$ cat src/rtl/l2_fwd_stall_ctrl_pkg.sv
// Shared types and constants for the L2 forward-stall controller.
package l2_fwd_stall_ctrl_pkg;

    // Outstanding-request table index width and default counter width.
    localparam int unsigned REQS_BITS           = 3;
    localparam int unsigned STALL_CNT_BITS_DFLT = 16;

    // Payload field types shared with the rest of the L2.
    typedef logic [27:0] line_addr_t;
    typedef logic [2:0]  mix_msg_t;
    typedef logic [3:0]  cache_id_t;
    typedef logic [3:0]  word_mask_t;

    // Stall FSM state encodings.
    localparam logic [1:0] FWD_IDLE    = 2'd0;
    localparam logic [1:0] FWD_STALLED = 2'd1;
    localparam logic [1:0] FWD_ENDED   = 2'd2;

endpackage

$ cat src/rtl/l2_fwd_stall_ctrl.sv
// Parks a forward that conflicts with an outstanding request, holds the
// decoder off while the request is pending, then offers the forward for
// replay once the conflicting entry retires.
module l2_fwd_stall_ctrl
    import l2_fwd_stall_ctrl_pkg::*;
#(
    parameter int unsigned STALL_CNT_BITS = STALL_CNT_BITS_DFLT
) (
    input  logic                      clk,
    input  logic                      rst,
    input  logic                      set_fwd_stall,
    input  logic [REQS_BITS-1:0]      set_fwd_stall_entry,
    input  line_addr_t                fwd_in_addr_in,
    input  mix_msg_t                  fwd_in_coh_msg_in,
    input  cache_id_t                 fwd_in_req_id_in,
    input  word_mask_t                fwd_in_word_mask_in,
    input  logic                      clr_entry_valid,
    input  logic [REQS_BITS-1:0]      clr_entry_idx,
    input  logic                      set_fwd_in_from_stalled,
    output logic                      fwd_stall,
    output logic                      fwd_stall_ended,
    output line_addr_t                fwd_in_stalled_addr,
    output mix_msg_t                  fwd_in_stalled_coh_msg,
    output cache_id_t                 fwd_in_stalled_req_id,
    output word_mask_t                fwd_in_stalled_word_mask,
    output logic [STALL_CNT_BITS-1:0] stall_cycles,
    output logic                      stall_protocol_err
);

    logic [1:0]                r_state;
    logic [1:0]                w_state_nxt;
    logic [REQS_BITS-1:0]      r_entry;
    line_addr_t                r_addr;
    mix_msg_t                  r_coh_msg;
    cache_id_t                 r_req_id;
    word_mask_t                r_word_mask;
    logic [STALL_CNT_BITS-1:0] r_cnt;
    logic                      r_err;
    logic                      r_fwd_stall;
    logic                      r_fwd_stall_ended;

    logic w_accept;
    logic w_new_hit;
    logic w_old_hit;
    logic w_illegal;

    // A capture is legal from IDLE, or from ENDED when the replay is consumed
    // in the same cycle (the replay re-conflicts).
    assign w_accept  = set_fwd_stall &&
                       ((r_state == FWD_IDLE) ||
                        ((r_state == FWD_ENDED) && set_fwd_in_from_stalled));
    assign w_new_hit = clr_entry_valid && (clr_entry_idx == set_fwd_stall_entry);
    assign w_old_hit = clr_entry_valid && (clr_entry_idx == r_entry);
    assign w_illegal = (set_fwd_stall && !w_accept) ||
                       (set_fwd_in_from_stalled && (r_state != FWD_ENDED));

    // Next-state selection; an accepted capture overrides the per-state rules.
    always_comb begin
        w_state_nxt = r_state;
        if (w_accept) begin
            w_state_nxt = w_new_hit ? FWD_ENDED : FWD_STALLED;
        end else begin
            case (r_state)
                FWD_IDLE:    w_state_nxt = FWD_IDLE;
                FWD_STALLED: if (w_old_hit) w_state_nxt = FWD_ENDED;
                FWD_ENDED:   if (set_fwd_in_from_stalled) w_state_nxt = FWD_IDLE;
                default:     w_state_nxt = FWD_IDLE;
            endcase
        end
    end

    // State, registered status outputs and sticky protocol error.
    always_ff @(posedge clk or posedge rst) begin
        if (rst) begin
            r_state           <= FWD_IDLE;
            r_fwd_stall       <= 1'b0;
            r_fwd_stall_ended <= 1'b0;
            r_err             <= 1'b0;
        end else begin
            r_state           <= w_state_nxt;
            r_fwd_stall       <= (w_state_nxt != FWD_IDLE);
            r_fwd_stall_ended <= (w_state_nxt == FWD_ENDED);
            if (w_illegal) r_err <= 1'b1;
        end
    end

    // Parked payload and entry index load only on an accepted capture.
    always_ff @(posedge clk or posedge rst) begin
        if (rst) begin
            r_entry     <= '0;
            r_addr      <= '0;
            r_coh_msg   <= '0;
            r_req_id    <= '0;
            r_word_mask <= '0;
        end else if (w_accept) begin
            r_entry     <= set_fwd_stall_entry;
            r_addr      <= fwd_in_addr_in;
            r_coh_msg   <= fwd_in_coh_msg_in;
            r_req_id    <= fwd_in_req_id_in;
            r_word_mask <= fwd_in_word_mask_in;
        end
    end

    // Saturating count of cycles spent in STALLED; restarts on capture.
    always_ff @(posedge clk or posedge rst) begin
        if (rst) begin
            r_cnt <= '0;
        end else if (w_accept) begin
            r_cnt <= '0;
        end else if ((r_state == FWD_STALLED) && (r_cnt != '1)) begin
            r_cnt <= r_cnt + 1'b1;
        end
    end

    assign fwd_stall                = r_fwd_stall;
    assign fwd_stall_ended          = r_fwd_stall_ended;
    assign fwd_in_stalled_addr      = r_addr;
    assign fwd_in_stalled_coh_msg   = r_coh_msg;
    assign fwd_in_stalled_req_id    = r_req_id;
    assign fwd_in_stalled_word_mask = r_word_mask;
    assign stall_cycles             = r_cnt;
    assign stall_protocol_err       = r_err;

endmodule

$ cat config.mk
export PLATFORM = sky130hd
export DESIGN_NAME = l2_fwd_stall_ctrl
export DESIGN_NICKNAME = d
export VERILOG_FILES = /design/src/rtl/l2_fwd_stall_ctrl_pkg.sv /design/src/rtl/l2_fwd_stall_ctrl.sv
export SDC_FILE = /design/constraint.sdc
export NUM_CORES = 1
export LEC_CHECK = 0
export CORE_MARGIN = 8
export CORE_UTILIZATION = 48
export CTS_BUF_LIST = sky130_fd_sc_hd__clkbuf_2 sky130_fd_sc_hd__clkbuf_4 sky130_fd_sc_hd__clkbuf_8
export CTS_CLUSTER_SIZE = 12
export DETAILED_ROUTE_END_ITERATION = 6
export DONT_BUFFER_PORTS = 1
export PLACE_DENSITY_LB_ADDON = 0.05
export SYNTH_ARGS = -nofsm -noshare
export SYNTH_HDL_FRONTEND = slang
export SYNTH_SLANG_ARGS = --single-unit
$ cat constraint.sdc
create_clock -name clk -period 1.7 [get_ports clk]
set_input_delay 0.17 -clock clk [delete_from_list [all_inputs] [get_ports clk]]
set_output_delay 0.17 -clock clk [all_outputs]
set_load 0.1 [all_outputs]
-- Yosys cells after proc, flatten, opt, wreduce, memory -nomap -nowiden
Cells that the tools add are included.
- bits in registers: 63
- bits in read-only memories: 0
- output and inout bits: 58
- latch bits: 0
- input port bits: 50
- RAM bits: 0
- memories kept: 0
- mux-type cells: 7
- multiply operators: 0
- eq/ne operators: 7
- divide/modulo/power cells: 0
- $add $sub $neg: 1
- bitwise gates (word level): 0
- $lt $le $gt $ge: 0
- reduce and logical (&&, ||, !) cells: 13
- shift operators: 0
- operators with widths (operator ; count):
    $mux 16 ; 2
    $add 16x1->16 const B ; 1
    $ne 16x16->1 const B ; 1
    $mux 2 ; 4
    $logic_and 1x1->1 ; 7
    $eq 3x3->1 ; 2
    $eq 2x2->1 const B ; 2
    $pmux 2 s2 ; 1
    $reduce_bool 2->1 ; 2
    $eq 2x1->1 const B ; 1
    $logic_not 2->1 ; 1
    $logic_or 1x1->1 ; 2
    $ne 2x2->1 const B ; 1
    $logic_not 1->1 ; 1

-- Depth between registers and ports, before layout
- word-level depth: 7
- gate-level depth with buffers: 8
- mapped depth without buffers: 6

-- Worst setup path before layout
OpenSTA, ideal clock, no wires.
- path type: register -> register
- start point: register r_cnt[0], in the netlist stall_cycles[0]
- end point: register r_cnt[14], in the netlist stall_cycles[14]
- setup time: 0.077 ns
- stages on the path, launching flop included: 7
- clock period less this slack: 2.496 ns
- arrival: 2.419 ns
- setup slack: -0.796 ns
- buffers on the path: 1
- cell sequence: dfrtp_1 -> ha_1 -> nand3_2 -> or3_1 -> clkbuf_2 -> or4_1 -> a21oi_1
- cells in the longest elaborated chain, start to end: 3
- elaborated cells between the ends (all ways): 6
- classes of those cells: add/sub: 1; eq/ne: 1; mux: 2; reduce/logical: 2
- ends and longest elaborated chain (item ; line ; source):
    from (decl) ; l2_fwd_stall_ctrl.sv:37 ; logic [STALL_CNT_BITS-1:0] r_cnt;
    from (signal assigned) ; l2_fwd_stall_ctrl.sv:111 ; r_cnt <= r_cnt + 1'b1;
    $add 16x1->16 / $ne 16x16->1 (equally long branches) ; l2_fwd_stall_ctrl.sv:111, l2_fwd_stall_ctrl.sv:110 ;
    $mux 16 / $logic_and 1x1->1 (equally long branches) ; l2_fwd_stall_ctrl.sv:110 ; end else if ((r_state == FWD_STALLED) && (r_cnt != '1)) begin
    $mux 16 / $reduce_bool 2->1 (equally long branches) ; - ;
Several ways; a longest one is shown, not always the timed one. The select of a mux whose other input is x is not followed.
A chain may end at the register's enable or synchronous reset.

-- Worst setup path after layout
- start point: register r_state[1]
- end point: register r_cnt[9], in the netlist stall_cycles[9]
- cells in the longest elaborated chain, start to end: 5
- elaborated cells between the ends (all ways): 9
- classes of those cells: eq/ne: 2; mux: 1; reduce/logical: 6
- ends and longest elaborated chain (item ; line ; source):
    from (decl) ; l2_fwd_stall_ctrl.sv:30 ; logic [1:0] r_state;
    from (signal assigned) ; l2_fwd_stall_ctrl.sv:80 ; r_state <= w_state_nxt;
    $eq 2x2->1 ; l2_fwd_stall_ctrl.sv:51 ; ((r_state == FWD_ENDED) && set_fwd_in_from_stalled));
    $logic_and 1x1->1 ; l2_fwd_stall_ctrl.sv:51 ;
    $logic_or 1x1->1 ; l2_fwd_stall_ctrl.sv:50 ; ((r_state == FWD_IDLE) ||
    $logic_and 1x1->1 ; l2_fwd_stall_ctrl.sv:49 ; assign w_accept = set_fwd_stall &&
    $mux 16 / $reduce_bool 2->1 (equally long branches) ; - ;
Several ways; a longest one is shown, not always the timed one.

==> run summary <==
Die height: 92.7 um
Initial core utilization: 48.6%
Die area: 0.00860 mm2
Failing checks: negative setup slack
R2R Setup Slk: -0.01 ns
Synth Flop Type: dfrtp_1
Core area: 0.00582 mm2
FF/Latch Area: 0.00160 mm2
Worst IR drop on VDD: 1.23 mV
Critical path class: reg -> reg
Slew margin rel.: 69.8%
DR WL/cell: 16.9 um
Count leader, synth: nand2_1
Worst-Skew Late Latency: 0.33 ns
Power density cells: 1550 mW/mm2
Leading post-synthesis cells by cell area: dfrtp_1 56%, nand2_1 18%, o21ai_0 1.9%
Startpoint Class: register
Detailed placer's ending HPWL: 5.51 mm
Final setup fails: 3
Worst hold path type: in -> reg
Tot Pwr: 6930 uW
Fmax: 583 MHz
CP arrival: 1.97 ns
Placed cells: 452
Final period util: 101%
Vias in the first global route: 2,753
GR Overflow Total: 0
# IOs: 108
CTS buffer count: 9
Area of the multi-input gates: 0.00133 mm2
WL final: 8.87 mm
Syn Nets: 364
# fillers: 398
Hold Crit Start: clr_entry_valid
Area growth syn-to-layout: 58.4%
Reg clk slew, reported paths: 0.07 ns
Leading cell types by count after synthesis: 134 x nand2_1, 63 x dfrtp_1, 11 x o21ai_0, 10 x a21oi_1, 9 x clkbuf_1
Row count: 28
EDFF count, synth: 0
Unique cell type count in the Yosys netlist: 40
Seq/Total Area, Yosys: 55.8%
Antenna Nets Post-Route: 0
First-pass GRT wire length: 13.4 mm
Final design utilization: 76.9%
Final worst slack: -0.0147 ns
Total GRT Usage: 19.4%
Layout cells sized above 1: 33.6%
Crit-path max FO: 7
CP endpoint kind: register
Detailed-route DRC error count: 0
H-tree levels: 3
Final hold violation count: 0
Syn Inst Count: 310
Die extent in x: 92.7 um
Maxcap violations: 0
GP Congestion: 0.852
Clock sink count: 63
Nets: 499
FF+latch count, synth: 63
Finished Layout Cells: 524
Synth warn: 0
Iter 0 DRT Violations: 97
Antenna Cells: 0
Worst reg-to-reg path cell count: 6
Static leakage: 0.00215 uW
Top-area cell type share of the netlist area: 55.8%
Worst Hold Path EP: r_state[1]
Worst-margin pin slew: 0.448 ns
TNS Setup: -0.0263 ns
Initial DRT Pass Iterations: 5
RSZ-0062 raised after global routing: true
Critical R2R Launch: r_state[1]
Root buf cell: clkbuf_8
Largest net degree at the start of global routing: 64
Syn Std Cell Area: 0.00283 mm2
Initial antenna violation count: 0
Via count: 2,691
Clock buffer depth: 2
Worst flop-to-flop path endpoint: stall_cycles[9]
Synthesized area per cell: 9.11 um2
Status: complete, but fails checks
Final period demand of the worst path: 1.71 ns
Slew Viols, Final: 0
Synth async-reset ratio: 100%
Worst path required time: 1.95 ns
Clock skew: 0.00769 ns
IO buf count: 0
Vias per cell: 5.14
CTS tree: built
Hold path depth: 2
Synth area leader: dfrtp_1
Hold Worst Slack: 0.0512 ns
==> worst max-delay path, stage by stage, from the launching register on <==
cell	delay (ns)
dfrtp_1	0.39
inv_2	0.08
ha_4	0.17
nand4_2	0.12
or3_4	0.38
or3_1	0.35
a21oi_1	0.15
==> flip-flops by register name, summed over array words and instances, names as in the netlist <==
signal                    flops
fwd_in_stalled_coh_msg        3
r_entry                       3
fwd_stall                     1
stall_protocol_err            1
fwd_in_stalled_addr          28
stall_cycles                 16
fwd_in_stalled_word_mask      4
r_state                       2
fwd_in_stalled_req_id         4
fwd_stall_ended               1
==> stage by stage <==
stage / setup WS, ns / area [um2]
global placement: -0.0707 / 3530
finish: -0.0147 / 4470
floorplan: -0.382 / 2870
CTS: -0.00189 / 4180
detailed placement: -0.0998 / 3530
global route: -0.0895 / 4470
==> cells by family after synthesis <==
group / Yosys count / share of synthesized area, %
AND/OR/NAND/NOR: 175 / 27.1
flip-flops: 63 / 55.8
XOR/XNOR: 8 / 2.48
adder cells (fa/ha/maj): 4 / 1.77
buffers and inverters: 21 / 3.94
AO/OA/AOI/OAI: 39 / 8.86
==> where the power goes <==
| part | switching (uW) | internal, uW | leakage, uW |
|---|---|---|---|
| clock network | 567 | 572 | 0.0000923 |
| logic | 2950 | 894 | 0.00129 |
| registers | 135 | 1820 | 0.000773 |
==> cell usage in the layout, fill, tap and decap left out, drive strengths merged, types with 5 or more instances in the layout <==
cell         instances
nand3                6
clkbuf              14
a21oi               10
inv                  5
or3                  5
buf                 90
nand4                5
nor2                 7
o21ai               11
dfrtp               63
nand2              134
dlygate4sd3         45
==> repair_timing <==
item / CTS / global route
gates cloned: 0 / 5
hold buffers: 45 / 0
setup buffers: 0 / 7
pin swaps: 1 / 6
endpoints found under the hold margin: 106 / 0
endpoints found under the setup margin: 17 / 57
gates resized for setup: 10 / 24
==> metal layers <==
| metal | wire length, um | GRT usage, % | vias to the layer above | share of wire (%) |
|---|---|---|---|---|
| met5 | 0 | 0 | - | 0 |
| met4 | 119 | 7.79 | 0 | 1.3 |
| met2 | 4400 | 33.1 | 114 | 50 |
| met3 | 841 | 6.96 | 12 | 9.5 |
| li1 | - | - | 1298 | - |
| met1 | 3500 | 21.7 | 1267 | 40 |
==> layout make-up <==
| cell class | instances | area share, % |
|---|---|---|
| clock inverters | 4 | 0.531 |
| repair buffers | 138 | 28.1 |
| multi-input cells | 227 | 29.7 |
| inverters | 6 | 0.643 |
| flip-flops and latches | 63 | 35.7 |
| well taps | 75 | 2.10 |
| clock buffers | 11 | 3.24 |
==> worst max path at each step <==
stage,start,endpoint,slack [ns],cells past startpoint
floorplan,stall_cycles[1],stall_cycles[14],-0.38,6
global placement,r_state[1],stall_cycles[10],-0.07,6
detailed placement,r_state[1],stall_cycles[9],-0.1,6
CTS,r_state[1],stall_cycles[14],-0.002,7
global route,r_state[1],stall_cycles[9],-0.09,6
finish,r_state[1],stall_cycles[9],-0.01,6
Note: power is estimated with default switching activity, not from simulation.
